File: src/rtl/restoring_divider_pkg.sv
// Shared types and constants for the restoring divider: FSM state encoding
// and the iteration counter sizing rule.
package div_pkg;

    localparam int STATE_W = 2;

    localparam logic [STATE_W-1:0] ST_IDLE = 2'd0;
    localparam logic [STATE_W-1:0] ST_CALC = 2'd1;
    localparam logic [STATE_W-1:0] ST_DONE = 2'd2;

    typedef enum logic [STATE_W-1:0] {
        IDLE = ST_IDLE,
        CALC = ST_CALC,
        DONE = ST_DONE
    } state_t;

    // One extra bit over clog2 keeps the iteration count from ever wrapping.
    function automatic int cnt_width(input int width);
        return $clog2(width) + 1;
    endfunction

    localparam int CNT_W_DEFAULT = cnt_width(4);

endpackage

File: src/rtl/restoring_divider_if.sv
// Start/operand/result bundle between a divide requester (master) and the
// restoring divider (slave).
interface restoring_divider_if #(
    parameter int WIDTH = 4
) ();

    logic             start;
    logic [WIDTH-1:0] dividend;
    logic [WIDTH-1:0] divisor;
    logic             busy;
    logic             done;
    logic [WIDTH-1:0] quotient;
    logic [WIDTH-1:0] remainder;
    logic             div_by_zero;

    modport master (
        output start, dividend, divisor,
        input  busy, done, quotient, remainder, div_by_zero
    );

    modport slave (
        input  start, dividend, divisor,
        output busy, done, quotient, remainder, div_by_zero
    );

endinterface

File: src/rtl/restoring_divider_sub_ripple_n.sv
// N-bit borrow-ripple subtractor: D = A - B - Kin, Kout is the final borrow.
// Each stage's borrow feeds only the next stage up.
module sub_ripple_n #(
    parameter int N = 5
) (
    input  logic [N-1:0] A,
    input  logic [N-1:0] B,
    input  logic         Kin,
    output logic [N-1:0] D,
    output logic         Kout
);

    logic [N:0] borrow_s;

    assign borrow_s[0] = Kin;

    for (genvar i = 0; i < N; i++) begin : g_stage
        assign D[i]          = A[i] ^ B[i] ^ borrow_s[i];
        assign borrow_s[i+1] = (~A[i] & B[i]) | (borrow_s[i] & ~(A[i] ^ B[i]));
    end

    assign Kout = borrow_s[N];

endmodule

File: src/rtl/restoring_divider.sv
// Multi-cycle unsigned restoring divider: one trial subtraction per clock,
// MSB first, with a dedicated divide-by-zero shortcut.
module restoring_divider
    import div_pkg::*;
#(
    parameter int WIDTH = 4
) (
    input  logic                clk,
    input  logic                rst_n,
    restoring_divider_if.slave  bus
);

    localparam int CNT_W = cnt_width(WIDTH);

    state_t             state_r;
    logic [WIDTH-1:0]   dvd_r;
    logic [WIDTH-1:0]   dvs_r;
    logic [WIDTH:0]     rem_r;
    logic [WIDTH-1:0]   q_r;
    logic [CNT_W-1:0]   cnt_r;
    logic [WIDTH-1:0]   quotient_r;
    logic [WIDTH-1:0]   remainder_r;
    logic               dbz_r;
    logic               busy_r;
    logic               done_r;

    logic [WIDTH:0]     shifted_s;
    logic [WIDTH:0]     diff_s;
    logic               kout_s;
    logic [WIDTH:0]     rem_next_s;
    logic [WIDTH-1:0]   q_next_s;
    logic               last_s;

    sub_ripple_n #(
        .N(WIDTH + 1)
    ) u_sub (
        .A    (shifted_s),
        .B    ({1'b0, dvs_r}),
        .Kin  (1'b0),
        .D    (diff_s),
        .Kout (kout_s)
    );

    // Next partial remainder and quotient for the current iteration.
    always_comb begin
        shifted_s  = '0;
        rem_next_s = '0;
        q_next_s   = '0;
        last_s     = 1'b0;

        // Bring down the next dividend bit; the top remainder bit falls off.
        shifted_s = (WIDTH+1)'({rem_r, dvd_r[WIDTH-1]});
        if (kout_s) begin
            rem_next_s = shifted_s;
        end else begin
            rem_next_s = diff_s;
        end
        q_next_s = WIDTH'({q_r, ~kout_s});
        last_s   = (cnt_r == CNT_W'(WIDTH - 1));
    end

    // Control FSM with its datapath registers and registered outputs.
    always_ff @(posedge clk or negedge rst_n) begin
        if (!rst_n) begin
            state_r     <= IDLE;
            dvd_r       <= '0;
            dvs_r       <= '0;
            rem_r       <= '0;
            q_r         <= '0;
            cnt_r       <= '0;
            quotient_r  <= '0;
            remainder_r <= '0;
            dbz_r       <= 1'b0;
            busy_r      <= 1'b0;
            done_r      <= 1'b0;
        end else begin
            case (state_r)
                IDLE: begin
                    done_r <= 1'b0;
                    if (bus.start) begin
                        dvd_r  <= bus.dividend;
                        dvs_r  <= bus.divisor;
                        rem_r  <= '0;
                        q_r    <= '0;
                        cnt_r  <= '0;
                        busy_r <= 1'b1;
                        if (bus.divisor == '0) begin
                            quotient_r  <= '1;
                            remainder_r <= bus.dividend;
                            dbz_r       <= 1'b1;
                            done_r      <= 1'b1;
                            state_r     <= DONE;
                        end else begin
                            state_r <= CALC;
                        end
                    end else begin
                        busy_r <= 1'b0;
                    end
                end
                CALC: begin
                    rem_r <= rem_next_s;
                    q_r   <= q_next_s;
                    dvd_r <= dvd_r << 1;
                    cnt_r <= cnt_r + CNT_W'(1);
                    if (last_s) begin
                        quotient_r  <= q_next_s;
                        remainder_r <= WIDTH'(rem_next_s);
                        dbz_r       <= 1'b0;
                        done_r      <= 1'b1;
                        state_r     <= DONE;
                    end else begin
                        done_r <= 1'b0;
                    end
                end
                DONE: begin
                    done_r  <= 1'b0;
                    busy_r  <= 1'b0;
                    state_r <= IDLE;
                end
                default: begin
                    done_r  <= 1'b0;
                    busy_r  <= 1'b0;
                    state_r <= IDLE;
                end
            endcase
        end
    end

    assign bus.busy        = busy_r;
    assign bus.done        = done_r;
    assign bus.quotient    = quotient_r;
    assign bus.remainder   = remainder_r;
    assign bus.div_by_zero = dbz_r;

endmodule

File: src/flat_wrapper.sv
// flat-port wrapper written by rule: the top's interface ports become plain ports
module restoring_divider_flat import div_pkg::*;
#(
    parameter int WIDTH = 4
)
  (clk, rst_n, bus_start, bus_dividend, bus_divisor, bus_busy, bus_done, bus_quotient, bus_remainder, bus_div_by_zero);
  restoring_divider_if #(.WIDTH(WIDTH)) bus_i ();
  input  logic clk;
  input  logic rst_n;
  input wire logic [$bits(bus_i.start)-1:0] bus_start;
  input wire logic [$bits(bus_i.dividend)-1:0] bus_dividend;
  input wire logic [$bits(bus_i.divisor)-1:0] bus_divisor;
  output wire logic [$bits(bus_i.busy)-1:0] bus_busy;
  output wire logic [$bits(bus_i.done)-1:0] bus_done;
  output wire logic [$bits(bus_i.quotient)-1:0] bus_quotient;
  output wire logic [$bits(bus_i.remainder)-1:0] bus_remainder;
  output wire logic [$bits(bus_i.div_by_zero)-1:0] bus_div_by_zero;
  assign bus_i.start = bus_start;
  assign bus_i.dividend = bus_dividend;
  assign bus_i.divisor = bus_divisor;
  assign bus_busy = bus_i.busy;
  assign bus_done = bus_i.done;
  assign bus_quotient = bus_i.quotient;
  assign bus_remainder = bus_i.remainder;
  assign bus_div_by_zero = bus_i.div_by_zero;
  restoring_divider #(.WIDTH(WIDTH)) u_core (.clk(clk), .rst_n(rst_n), .bus(bus_i));
endmodule
File: config.mk
export PLATFORM = sky130hd
export DESIGN_NAME = restoring_divider_flat
export DESIGN_NICKNAME = d
export VERILOG_FILES = /design/src/rtl/restoring_divider_pkg.sv /design/src/rtl/restoring_divider_if.sv /design/src/rtl/restoring_divider_sub_ripple_n.sv /design/src/rtl/restoring_divider.sv /design/src/flat_wrapper.sv
export SDC_FILE = /design/constraint.sdc
export NUM_CORES = 1
export LEC_CHECK = 0
export ABC_AREA = 1
export CAP_MARGIN = 15
export CORE_MARGIN = 2
export CORE_UTILIZATION = 35
export DETAILED_ROUTE_END_ITERATION = 7
export SYNTH_ARGS = -nofsm -noshare
export SYNTH_HDL_FRONTEND = slang
export SYNTH_HIERARCHICAL = 1
export SYNTH_SLANG_ARGS = --single-unit
File: constraint.sdc
create_clock -name clk -period 5.6 [get_ports clk]
set_input_delay 0.84 -clock clk [delete_from_list [all_inputs] [get_ports clk]]
set_output_delay 0.84 -clock clk [all_outputs]
set_load 0.02 [all_outputs]
==> reports/metrics.sh <==
FINAL_CORE_UTIL_PCT=43.8
SYNTH_ASYNC_SR_FLOP_SHARE_PCT=100
HOLD_PATH.CLASS='flip-flop to flip-flop'
RSZ0062_AT_GRT='no'
DETAILED_ROUTING_ITERATIONS_PASS_1=4
POST_CTS.REPAIR.SETUP_BUFFERS=0
CTS_SINKS=31
POWER-PER-CELL-AREA_nW_PER_UM2=592
NNETSFINAL=219
CP.ARRIVAL_PS=2990
FINAL_PERIOD_MINUS_WORST_SETUP_SLACK_PS=2770
TRITONCTS='built'
WIRE_LENGTH_OF_THE_FIRST_GLOBAL_ROUTING_PASS_UM=5310
ENDPOINT_KIND='flip-flop'
FIRST_GLOBAL_VIAS=1113
MAX-VDD-IR-DROP_mV=0.234
CLK_PIN_SLEW_PS=70
SYNTHTOLAYOUTAREAGROWTH_PCT=23.0
SYNTHMOSTINSTANTIATEDCELL='sky130_fd_sc_hd__nand2_1'
LEADING_CELL_TYPES_BY_COUNT_AFTER_SYNTHESIS='sky130_fd_sc_hd__nand2_1, sky130_fd_sc_hd__dfrtp_1, sky130_fd_sc_hd__inv_1'
HOLD_BUFFERS=0
ROUTED_WIRE_LENGTH_PER_INSTANCE_UM=12.0
MAX_FREQ_MHz=361
DRC=0
YS_DOMINANT_REG_CELL='sky130_fd_sc_hd__dfrtp_1'
DR.FIRST_ITER.DRC_COUNT=44
SYNTH_TOP_CELL_BY_AREA='sky130_fd_sc_hd__dfrtp_1'
CP_STARTPOINT_KIND='flip-flop'
MAX_CAP_VIOLS=0
DRT-VIAS-PER-INSTANCE=4.49
DESIGN.DIE.AREA_UM2=4920
MAX_CLOCK_BUF_DEPTH=2
VIAS=1140
CTS_RESIZED=0
HTREE_LEVELS=2
ROW_COUNT=24
ANTENNA_FOUND_INITIAL=0
YOSYS_WARNINGS=6
SLEW_HEADROOM_PCT=66.0
STATUS='finished, final reports clean'
TIMING.SETUP.TNS_PS=0
GLOBALROUTETOTALUTIL_PCT=14.2
WORST_SLEW_PIN_SLEW_PS=508
HOLD-WORST-SLACK_PS=478
LARGEST_NET_DEGREE_AT_THE_START_OF_GLOBAL_ROUTING=32
NUM_ANTENNA_CELLS=0
DRT-TOTAL-WL_UM=3060
POSTPLACECELLAREA_UM2=1760
PLACE.GP.CONGESTION=0.791
CRIT_FANOUT=6
FP.DIEH_UM=70.1
SYNTH_TOP_AREA_SHARE_PCT=50.7
WORST_SKEW_PAIR.LATE_LATENCY_PS=280
REPORT.FINAL.SLEW_VIOL_COUNT=0
YOSYSUNIQUECELLTYPES=22
CRITPATHKIND='flip-flop to flip-flop'
CORE_REGION_AREA_UM2=4290
START_UTIL_PCT=35.6
IO_BUFFER_COUNT=21
SYNTH_SEQ_CELLS=31
ANT_NETS=0
SETUP_VIOL_COUNT_FINAL=0
SYNTH_AREA_UM2=1530
FINAL_HOLD_VIOL_COUNT=0
NETLIST_INSTANCES=176
PIN_COUNT=22
CELLLEAKAGEPOWER_nW=0.974
AVERAGE_CELL_AREA_AFTER_SYNTHESIS_UM2=8.69
FINCLKSKEW_PS=6.16
GRT_OVERFLOW_TOTAL=0
CTS.ROOT.BUFFER_CELL='sky130_fd_sc_hd__clkbuf_8'
NUMBER_OF_ENABLE_TYPE_REGISTER_CELLS_IN_THE_SYNTHESIZED_NETLIST=0
YS_TOP_CELLS_BY_AREA='sky130_fd_sc_hd__dfrtp_1, sky130_fd_sc_hd__nand2_1, sky130_fd_sc_hd__fa_1, sky130_fd_sc_hd__inv_1, sky130_fd_sc_hd__buf_6'
DP.FINAL_HPWL_UM=2230
FINAL_LAYOUT_SIZE_SUFFIX_GT1_SHARE_PCT=11.9
POST-LAYOUT-TOTAL-POWER_mW=1.11
DIE_WIDTH_UM=70.1
REQUIRED_PS=5820
FINISH.INSTANCE_AREA_UM2=1880
NUMCTSBUFFERS=5
SYNTH_SEQUENTIAL_AREA_RATIO_PCT=50.7
FINALCRITPERIODSHARE_PCT=49.4
[sequential cells by signal (all words and copies together), names as in the netlist]
register	cells
u_core/dvd_r	4
u_core/bus.quotient	4
u_core/q_r	3
u_core/bus.busy	1
u_core/rem_r	4
u_core/bus.done	1
u_core/cnt_r	3
u_core/dvs_r	4
u_core/bus.remainder	4
u_core/bus.div_by_zero	1
u_core/state_r	2
[worst paths after layout]
path,cells after the start,from,endpoint,slack [ps]
setup / recovery,17,u_core/dvd_r[3],u_core/bus.remainder[1],2830
hold / removal,2,u_core/bus.busy,u_core/bus.busy,480
setup reg to reg,17,u_core/dvd_r[3],u_core/bus.remainder[1],2830
hold reg to reg,2,u_core/bus.busy,u_core/bus.busy,480
max in group asynchronous,2,rst_n,u_core/bus.remainder[2],4350
min in group asynchronous,2,rst_n,u_core/bus.remainder[0],960
[per-layer routing]
metal,routed length (um),part of all wire [%],global-route usage [%],up-vias
met2,1380,45,19.0,30
li1,-,-,-,576
met5,0,0,0,-
met4,49,1.6,5.77,0
met1,1500,49,20.7,530
met3,131,4.3,5.05,4
[per-stage QoR]
step	setup slack [ps]	std cells
final	2830	254
after global placement	2920	246
after detailed placement	2850	246
after floorplan	3070	177
after global routing	2610	254
after CTS	2830	254
[logic make-up (layout without fill, tap and decap cells)]
kind of cell,Yosys count,after routing,share of synthesized area [%]
AOI/OAI and AO/OA,14,14,6.87
and+or+nand+nor,99,99,25.9
other,1,2,0.245
adders and majority gates,7,7,8.18
DFF,31,31,50.7
buffers and inverters,24,49,8.09
[report_power, final]
group	leakage, nW	internal (mW)	switching (mW)
sequential	0.392	0.320	0.0608
combinational	0.521	0.194	0.313
clock	0.0612	0.144	0.0821
total	0.974	0.658	0.456
[area by class of cell]
cell class                      instances  area [um^2]
Fill cell                             451         2410
Sequential cell                        31          776
Multi-Input combinational cell        122          634
Timing Repair Buffer                   22          218
Clock buffer                            6         82.6
Inverter                               19         71.3
Tap cell                               52         65.1
Clock inverter                          2         35.0
[placed cells by master, fill, tap and decap left out]
cell	n
sky130_fd_sc_hd__bufinv_16	1
sky130_fd_sc_hd__inv_2	4
sky130_fd_sc_hd__nand2_1	82
sky130_fd_sc_hd__a21oi_2	1
sky130_fd_sc_hd__o22ai_2	1
sky130_fd_sc_hd__buf_4	1
sky130_fd_sc_hd__o22ai_1	1
sky130_fd_sc_hd__o21ai_1	2
sky130_fd_sc_hd__clkinv_2	1
sky130_fd_sc_hd__fa_1	5
sky130_fd_sc_hd__o21ai_4	1
sky130_fd_sc_hd__ha_1	2
sky130_fd_sc_hd__clkdlybuf4s50_1	21
sky130_fd_sc_hd__o21ai_2	3
sky130_fd_sc_hd__o21ai_0	2
sky130_fd_sc_hd__a21oi_1	3
sky130_fd_sc_hd__dfrtp_1	31
sky130_fd_sc_hd__nand3_2	1
sky130_fd_sc_hd__inv_1	15
sky130_fd_sc_hd__clkbuf_8	6
sky130_fd_sc_hd__nand2_2	3
sky130_fd_sc_hd__conb_1	2
sky130_fd_sc_hd__nor2_1	9
sky130_fd_sc_hd__nor2_4	1
sky130_fd_sc_hd__nand3_1	3
[worst max-delay path, stage by stage, from the launching register on]
cell and delay (ps):
sky130_fd_sc_hd__dfrtp_1 360, sky130_fd_sc_hd__inv_1 70, sky130_fd_sc_hd__fa_1 410, sky130_fd_sc_hd__inv_1 70
sky130_fd_sc_hd__fa_1 150, sky130_fd_sc_hd__inv_1 50, sky130_fd_sc_hd__fa_1 370, sky130_fd_sc_hd__fa_1 360
sky130_fd_sc_hd__inv_1 70, sky130_fd_sc_hd__fa_1 160, sky130_fd_sc_hd__inv_1 100, sky130_fd_sc_hd__inv_1 140
sky130_fd_sc_hd__nand2_1 70, sky130_fd_sc_hd__nand2_1 60, sky130_fd_sc_hd__nand2_1 60, sky130_fd_sc_hd__nand2_1 80
sky130_fd_sc_hd__nand2_1 50, sky130_fd_sc_hd__nand2_1 70
No activity file was read; power rests on OpenSTA's default activity.
